**src/rtl/demux_1_2_stream.sv**
```systemverilog
// -----------------------------------------------------------------------------
// demux_1_2_stream
//   Steers one valid/ready input stream to one of two output channels
//   (A when in_sel_i=0, B when in_sel_i=1). Each channel has its own FIFO, so
//   back-pressure on one channel blocks only the beats addressed to it.
//   Each channel also has a free-running beat counter of delivered (popped)
//   beats for link debug.
//
// Parameters
//   WIDTH  data width of the input and both outputs
//   DEPTH  entries per channel FIFO (power of two, >= 2)
//   CNT_W  width of each channel beat counter
//
// Ports
//   clk_i       single clock, rising edge
//   rst_i       asynchronous, active-high reset
//   in_data_i   input beat data
//   in_sel_i    destination: 0 = A, 1 = B
//   in_valid_i  input beat valid
//   in_ready_o  beat is accepted this cycle (combinational on selected FIFO)
//   a_data_o    channel A head data
//   a_valid_o   channel A FIFO non-empty
//   a_ready_i   channel A consumer ready
//   b_data_o    channel B head data
//   b_valid_o   channel B FIFO non-empty
//   b_ready_i   channel B consumer ready
//   a_count_o   beats delivered on A (wraps)
//   b_count_o   beats delivered on B (wraps)
// -----------------------------------------------------------------------------
module demux_1_2_stream #(
  parameter int WIDTH = 8,
  parameter int DEPTH = 2,
  parameter int CNT_W = 16
) (
  input  logic             clk_i,
  input  logic             rst_i,
  input  logic [WIDTH-1:0] in_data_i,
  input  logic             in_sel_i,
  input  logic             in_valid_i,
  output logic             in_ready_o,
  output logic [WIDTH-1:0] a_data_o,
  output logic             a_valid_o,
  input  logic             a_ready_i,
  output logic [WIDTH-1:0] b_data_o,
  output logic             b_valid_o,
  input  logic             b_ready_i,
  output logic [CNT_W-1:0] a_count_o,
  output logic [CNT_W-1:0] b_count_o
);

  localparam int AW = $clog2(DEPTH);
  localparam logic [AW:0]    PTR_ONE = {{AW{1'b0}}, 1'b1};
  localparam logic [CNT_W-1:0] CNT_ONE = {{(CNT_W-1){1'b0}}, 1'b1};

  // Channel A storage and pointers (one extra MSB to tell full from empty)
  logic [WIDTH-1:0] mem_a_q [DEPTH];
  logic [AW:0]      wr_a_q, wr_a_d;
  logic [AW:0]      rd_a_q, rd_a_d;
  logic [CNT_W-1:0] cnt_a_q, cnt_a_d;

  // Channel B storage and pointers
  logic [WIDTH-1:0] mem_b_q [DEPTH];
  logic [AW:0]      wr_b_q, wr_b_d;
  logic [AW:0]      rd_b_q, rd_b_d;
  logic [CNT_W-1:0] cnt_b_q, cnt_b_d;

  logic full_a, empty_a, push_a, pop_a;
  logic full_b, empty_b, push_b, pop_b;

  // ---------------------------------------------------------------------------
  // Status flags, derived only from registered pointers
  // ---------------------------------------------------------------------------
  always_comb begin
    full_a  = (wr_a_q[AW] != rd_a_q[AW]) && (wr_a_q[AW-1:0] == rd_a_q[AW-1:0]);
    empty_a = (wr_a_q == rd_a_q);
    full_b  = (wr_b_q[AW] != rd_b_q[AW]) && (wr_b_q[AW-1:0] == rd_b_q[AW-1:0]);
    empty_b = (wr_b_q == rd_b_q);
  end

  // ---------------------------------------------------------------------------
  // Handshakes. A pop this cycle does not free space for a push in the same
  // cycle: in_ready_o sees only the registered full flag.
  // ---------------------------------------------------------------------------
  always_comb begin
    in_ready_o = in_sel_i ? !full_b : !full_a;
    a_valid_o  = !empty_a;
    b_valid_o  = !empty_b;
    push_a     = in_valid_i && in_ready_o && !in_sel_i;
    push_b     = in_valid_i && in_ready_o &&  in_sel_i;
    pop_a      = a_valid_o && a_ready_i;
    pop_b      = b_valid_o && b_ready_i;
  end

  // Head of each FIFO; stale contents when empty
  always_comb begin
    a_data_o  = mem_a_q[rd_a_q[AW-1:0]];
    b_data_o  = mem_b_q[rd_b_q[AW-1:0]];
    a_count_o = cnt_a_q;
    b_count_o = cnt_b_q;
  end

  // ---------------------------------------------------------------------------
  // Next-state for pointers and counters
  // ---------------------------------------------------------------------------
  always_comb begin
    wr_a_d  = wr_a_q;
    rd_a_d  = rd_a_q;
    cnt_a_d = cnt_a_q;
    if (push_a) wr_a_d = wr_a_q + PTR_ONE;
    if (pop_a) begin
      rd_a_d  = rd_a_q + PTR_ONE;
      cnt_a_d = cnt_a_q + CNT_ONE;
    end
  end

  always_comb begin
    wr_b_d  = wr_b_q;
    rd_b_d  = rd_b_q;
    cnt_b_d = cnt_b_q;
    if (push_b) wr_b_d = wr_b_q + PTR_ONE;
    if (pop_b) begin
      rd_b_d  = rd_b_q + PTR_ONE;
      cnt_b_d = cnt_b_q + CNT_ONE;
    end
  end

  // ---------------------------------------------------------------------------
  // State registers
  // ---------------------------------------------------------------------------
  always_ff @(posedge clk_i or posedge rst_i) begin
    if (rst_i) begin
      wr_a_q  <= '0;
      rd_a_q  <= '0;
      cnt_a_q <= '0;
      wr_b_q  <= '0;
      rd_b_q  <= '0;
      cnt_b_q <= '0;
    end else begin
      wr_a_q  <= wr_a_d;
      rd_a_q  <= rd_a_d;
      cnt_a_q <= cnt_a_d;
      wr_b_q  <= wr_b_d;
      rd_b_q  <= rd_b_d;
      cnt_b_q <= cnt_b_d;
    end
  end

  // Storage is cleared on reset so the head data reads 0 out of reset
  always_ff @(posedge clk_i or posedge rst_i) begin
    if (rst_i) begin
      for (int unsigned i = 0; i < DEPTH; i++) begin
        mem_a_q[i] <= '0;
        mem_b_q[i] <= '0;
      end
    end else begin
      if (push_a) mem_a_q[wr_a_q[AW-1:0]] <= in_data_i;
      if (push_b) mem_b_q[wr_b_q[AW-1:0]] <= in_data_i;
    end
  end

endmodule

```
**config.mk**
```make
export PLATFORM = sky130hd
export DESIGN_NAME = demux_1_2_stream
export DESIGN_NICKNAME = d
export VERILOG_FILES = /design/src/rtl/demux_1_2_stream.sv
export SDC_FILE = /design/constraint.sdc
export NUM_CORES = 1
export LEC_CHECK = 0
export CAP_MARGIN = 20
export CORE_UTILIZATION = 52
export DETAILED_ROUTE_END_ITERATION = 12
export PLACE_DENSITY = 0.81
export RECOVER_POWER = 25
export SYNTH_ARGS = -nofsm -noshare
export SYNTH_HDL_FRONTEND = slang
export SYNTH_SLANG_ARGS = --single-unit
```
**constraint.sdc**
```tcl
create_clock -name clk_i -period 2.7 [get_ports clk_i]
set_input_delay 0.405 -clock clk_i [delete_from_list [all_inputs] [get_ports clk_i]]
set_output_delay 0.405 -clock clk_i [all_outputs]
set_load 0.02 [all_outputs]
```
==> impl_metrics.ini, run 1 <==
[route]
initialDrtViolationCount = 59
first_pass_iters = 4
detail-route-antenna-nets = 0
routed_wl_um = 6380
detail_route.wl_per_cell_um = 16.1
vias = 2103
drc = 0
vias_per_cell = 5.31

[yosys]
postSynth.asyncResetShare_pct = 100
syn_nets = 258
synth.avg_cell_area_um2 = 13.8
synth_ff_type = dfrtp_1
synth_edf_count = 0
yosys.area.top_type = dfrtp_1
yosysSeqAreaShare_pct = 53.8
synth-seq-cells = 72
netlist_area_um2 = 3350
yosys_warnings = 0
synth_area_leaders = dfrtp_1, mux2_2, xnor2_1
ys_types = 37
syn_inst = 242
synthDominantCellAreaShare_pct = 53.8

[timing]
slew_violations = 0
worstMarginPinSlew_ps = 1130
fin_crit_sh_pct = 93.9
hold_viol = 0
setup_slack_ps = 164
maxSlewHeadroom_pct = 24.6
fin_crit_ps = 2540
fin_tns_setup_ps = 0
fin_worst_skew_ps = 11.7
rsz0062_at_grt = no
setup-violations-final = 0
fmax_mhz = 394

[clocking]
cts.hold.buffers_added = 0
htree_num_levels = 3
cts_buffers = 9
clock_sinks = 72
clkTransAtPathRegs_ps = 80
cts_tree = yes
cts.path.max_buffers = 2
clk_latency_ps = 350
root_buffer = clkbuf_8
ctsResizeCount = 0
post_cts_buffers = 0

[global_route]
grt_overflow_total = 0
grt_pass1_vias = 2170
grt_pass1_wl_um = 10600
antenna_found_initial = 0
grtUsageTotal_pct = 21.4
grt_max_degree = 33

[setup_path]
r2r_start = rd_b_q[0]
critPathCaptureType = output port
worstSetupStartpointType = register
rr_worst_depth = 4
ff2ff_setup_slack_ps = 580
crit_required_ps = 2300
regToRegEndpoint = mem_b_q[15]
criticalPathCategory = reg2out
worstPathArrival_ps = 2130
path_max_fanout = 11

[layout]
drive_above_1_share_pct = 27.1
layout.cells.most_common = dfrtp_1
syn_to_final_growth_pct = 28.2
fill_cells = 433
nets = 332
final_cell_mix = dfrtp_1, clkdlybuf4s50_1, mux2_2
diodes = 0

[floorplan]
num_rows = 28
dieWidth_um = 82.3
fp.dieH_um = 82.3
initial_core_util_pct = 55.3
io_pins = 65
dieArea_um2 = 6770
core_um2 = 6060

[min_path]
holdPathEnd = b_count_o[15]
hp-start = b_count_o[15]
hold_depth = 1
hold_path_class = reg2reg

[pwr]
ir_drop_v = 0.000844
swShare_pct = 36.6
power.share.clock_pct = 18.2
power.share.sequential_pct = 35.0
p_int_mw = 3.34
power_density_nw_per_um2 = 1230
power.total_mw = 5.28
p_sw_mw = 1.93
combPwrFrac_pct = 46.8
p_leak_nw = 1.83

[placement]
port_buffers = 64
hpwl_um = 4330
dpl_worst_slack_ps = 491
gp_congestion = 0.754

[run_status]
outcome = completed

[job]
cap_viol_max_count = 0
==> flip-flops by register name, summed over array words and instances, names as in the netlist <==
signal     cells
a_count_o     16
b_count_o     16
mem_a_q       16
mem_b_q       16
rd_a_q         2
rd_b_q         2
wr_a_q         2
wr_b_q         2
==> worst max path at each step <==
| stage | start | end | slack, ps | cells after the start |
|---|---|---|---|---|
| 5_1_grt | rd_b_q[0] | in_ready_o | 30 | 3 |
| 2_1_floorplan | rst_i | a_count_o[0] | 470 | 1 |
| 3_3_place_gp | in_sel_i | in_ready_o | 520 | 4 |
| 4_1_cts | wr_a_q[0] | in_ready_o | 150 | 4 |
| 6_report | rd_b_q[0] | in_ready_o | 160 | 3 |
| 3_5_place_dp | in_sel_i | in_ready_o | 490 | 4 |
==> worst max-delay path, stage by stage, from the launching register on <==
cell             delay, ps
dfrtp_1                660
xnor2_2                240
a31oi_1                250
clkdlybuf4s50_1        630
==> power groups by stage <==
stage / registers [mW] / clock network, mW / logic, mW
detailed placement: 1.87 / 0 / 2.49
CTS: 1.86 / 0.979 / 2.50
global placement: 1.84 / 0 / 2.43
finish: 1.85 / 0.961 / 2.47
global route: 1.92 / 1.01 / 2.65
floorplan: 1.85 / 0 / 1.59
==> logic make-up after synthesis <==
kind of cell,share of synthesized area [%]
compound gates,3.59
fa+ha+maj,0.747
xor+xnor,12.4
buf+inv,1.68
simple gates,9.53
flops,53.8
mux,18.3
==> stage by stage <==
stage	hold slack, ps	utilization, %	cells	instance area [um2]
after floorplan	474	-	242	3350
after global placement	455	67.5	380	4090
final	464	70.9	396	4300
after detailed placement	461	67.5	380	4090
after CTS	466	71.1	396	4310
after global routing	488	70.9	396	4300
==> cells in the mapped netlist, types with 4 or more instances <==
cell / count
dfrtp_1: 72
mux2_2: 36
xnor2_1: 26
nand2_1: 15
xor2_1: 14
mux2_4: 13
nand4_1: 12
nand3_1: 8
inv_1: 5
nor3_1: 4
==> layout make-up <==
| cell class | instances | area (um2) | share of cell area [%] |
|---|---|---|---|
| inverters | 5 | 18.8 | 0.437 |
| multi-input cells | 160 | 1490 | 34.7 |
| repair buffers | 68 | 668 | 15.6 |
| clock inverters | 5 | 80.1 | 1.86 |
| flip-flops and latches | 72 | 1800 | 41.9 |
| well taps | 75 | 93.8 | 2.18 |
| clock buffers | 11 | 141 | 3.29 |
==> per-layer routing <==
layer | GRT usage (%) | vias up | wire length (um)
li1 | - | 992 | -
met1 | 27.8 | 1045 | 3000
met2 | 34.2 | 56 | 2980
met3 | 4.73 | 10 | 289
met4 | 10.0 | 0 | 118
met5 | 0 | - | 0
Note: power is estimated with default switching activity, not from simulation.
==> inputs of run 2 (changes only) <==
--- a/constraint.sdc
+++ b/constraint.sdc
@@ -3,2 +3,2 @@
 set_output_delay 0.405 -clock clk_i [all_outputs]
-set_load 0.02 [all_outputs]
+set_load 0.05 [all_outputs]
==> run 2 against run 1 <==
Effect of this change:
- the run now ends with max-capacitance violations, max-slew violations left
- clock skew fell by 1.3 ps
- sequential power about the same
- cell count fell by 0.51%
- non-clock buffer count decreased by 2
==> impl_metrics.ini, run 2 (same netlist as run 1, synthesis figures left out) <==
[setup_path]
worstSetupStartpointType = register
crit_required_ps = 2300
cp-startpoint = rd_b_q[0]
worstPathArrival_ps = 2160
criticalPathCategory = reg2out
path_max_fanout = 11
critPathCaptureType = output port
r2r_start = rd_b_q[0]

[global_route]
grtUsageTotal_pct = 20.1
grt_max_degree = 73
grt_pass1_vias = 2071
grt_overflow_total = 0
antenna_found_initial = 0
grt_pass1_wl_um = 9950

[floorplan]
io_pins = 65
dieArea_um2 = 6770
dieWidth_um = 82.3
fp.dieH_um = 82.3
initial_core_util_pct = 55.3
num_rows = 28
core_um2 = 6060

[route]
vias = 2079
routed_wl_um = 5960
detail_route.wl_per_cell_um = 15.1
first_pass_iters = 4
detail-route-antenna-nets = 0
initialDrtViolationCount = 94
drc = 0
vias_per_cell = 5.28

[pwr]
p_leak_nw = 1.80
ir_drop_v = 0.000982
power_density_nw_per_um2 = 1350

[job]
cap_viol_max_count = 1

[min_path]
hp-start = a_count_o[15]
hold_path_class = reg2reg

[clocking]
cts.path.max_buffers = 2
htree_num_levels = 3
cts_buffers = 9
clkTransAtPathRegs_ps = 70
post_cts_buffers = 0
cts_tree = yes
clk_latency_ps = 340
clock_sinks = 72
ctsResizeCount = 0
cts.hold.buffers_added = 0
root_buffer = clkbuf_8

[placement]
gp_congestion = 0.778
port_buffers = 64
post_dp_cell_area_um2 = 4070
hpwl_um = 4110

[layout]
fin_area_um2 = 4230
layout.cells.most_common = dfrtp_1
final_cell_mix = dfrtp_1, clkdlybuf4s50_1, mux2_2
syn_to_final_growth_pct = 26.4
diodes = 0
drive_above_1_share_pct = 26.3
nets = 330
fill_cells = 437

[run_status]
outcome = finished, violations left
violations = max-capacitance violations, max-slew violations

[timing]
setup-violations-final = 0
hold_viol = 0
fmax_mhz = 390
rsz0062_at_grt = no
slew_violations = 73
worstMarginPinSlew_ps = 1740
maxSlewHeadroom_pct = -16.1
fin_tns_setup_ps = 0
fin_crit_sh_pct = 95.0
fin_worst_skew_ps = 10.4
fin_crit_ps = 2560
-- run 2: final cells by class --
cell class	count	area, um2	area share [%]
sequential	72	1800	42.6
clock buffer	14	163	3.84
timing repair buffer	66	651	15.4
clock inverter	2	13.8	0.325
multi-input combinational	160	1490	35.2
inverter	5	18.8	0.443
tap	75	93.8	2.22
-- run 2: path summary, 6_finish.rpt --
check | cells past startpoint | slack (ps) | end
max | 3 | 140 | b_valid_o
max reg2reg | 4 | 610 | mem_b_q[8]
min in group asynchronous | 3 | 1120 | b_count_o[15]
max in group asynchronous | 3 | 550 | wr_b_q[1]
min reg2reg | 1 | 470 | a_count_o[15]
min | 1 | 470 | a_count_o[15]
-- run 2: where the power goes --
part | internal (mW) | switching [mW]
sequential | 1.48 | 0.371
clock | 0.386 | 0.381
combinational | 1.29 | 1.83
total | 3.16 | 2.58
-- run 2: layer usage --
metal  wire length (um)  up-vias  GRT usage, %
met2               2730       56          30.4
met5                  0        -             0
met1               2830     1020          27.4
li1                   -      997             -
met3                331        6          5.93
met4                 66        0          7.37
-- run 2: critical path, cell delays in order, from the launching register on --
cell             delay (ps)
dfrtp_1                 570
xnor2_2                 450
nand2_1                 100
clkdlybuf4s50_1         710
-- run 2: stage by stage --
| step | power [mW] | worst slack, ps | std cells | util [%] | hold WS, ps |
|---|---|---|---|---|---|
| floorplan | 4.17 | 470 | 242 | - | 474 |
| finish | 5.73 | 136 | 394 | 69.8 | 475 |
| CTS | 5.80 | 77.3 | 394 | 70.1 | 475 |
| detailed placement | 5.01 | 457 | 378 | 67.2 | 471 |
| global route | 6.05 | 22.2 | 394 | 69.8 | 499 |
| global placement | 4.97 | 500 | 378 | 67.2 | 454 |
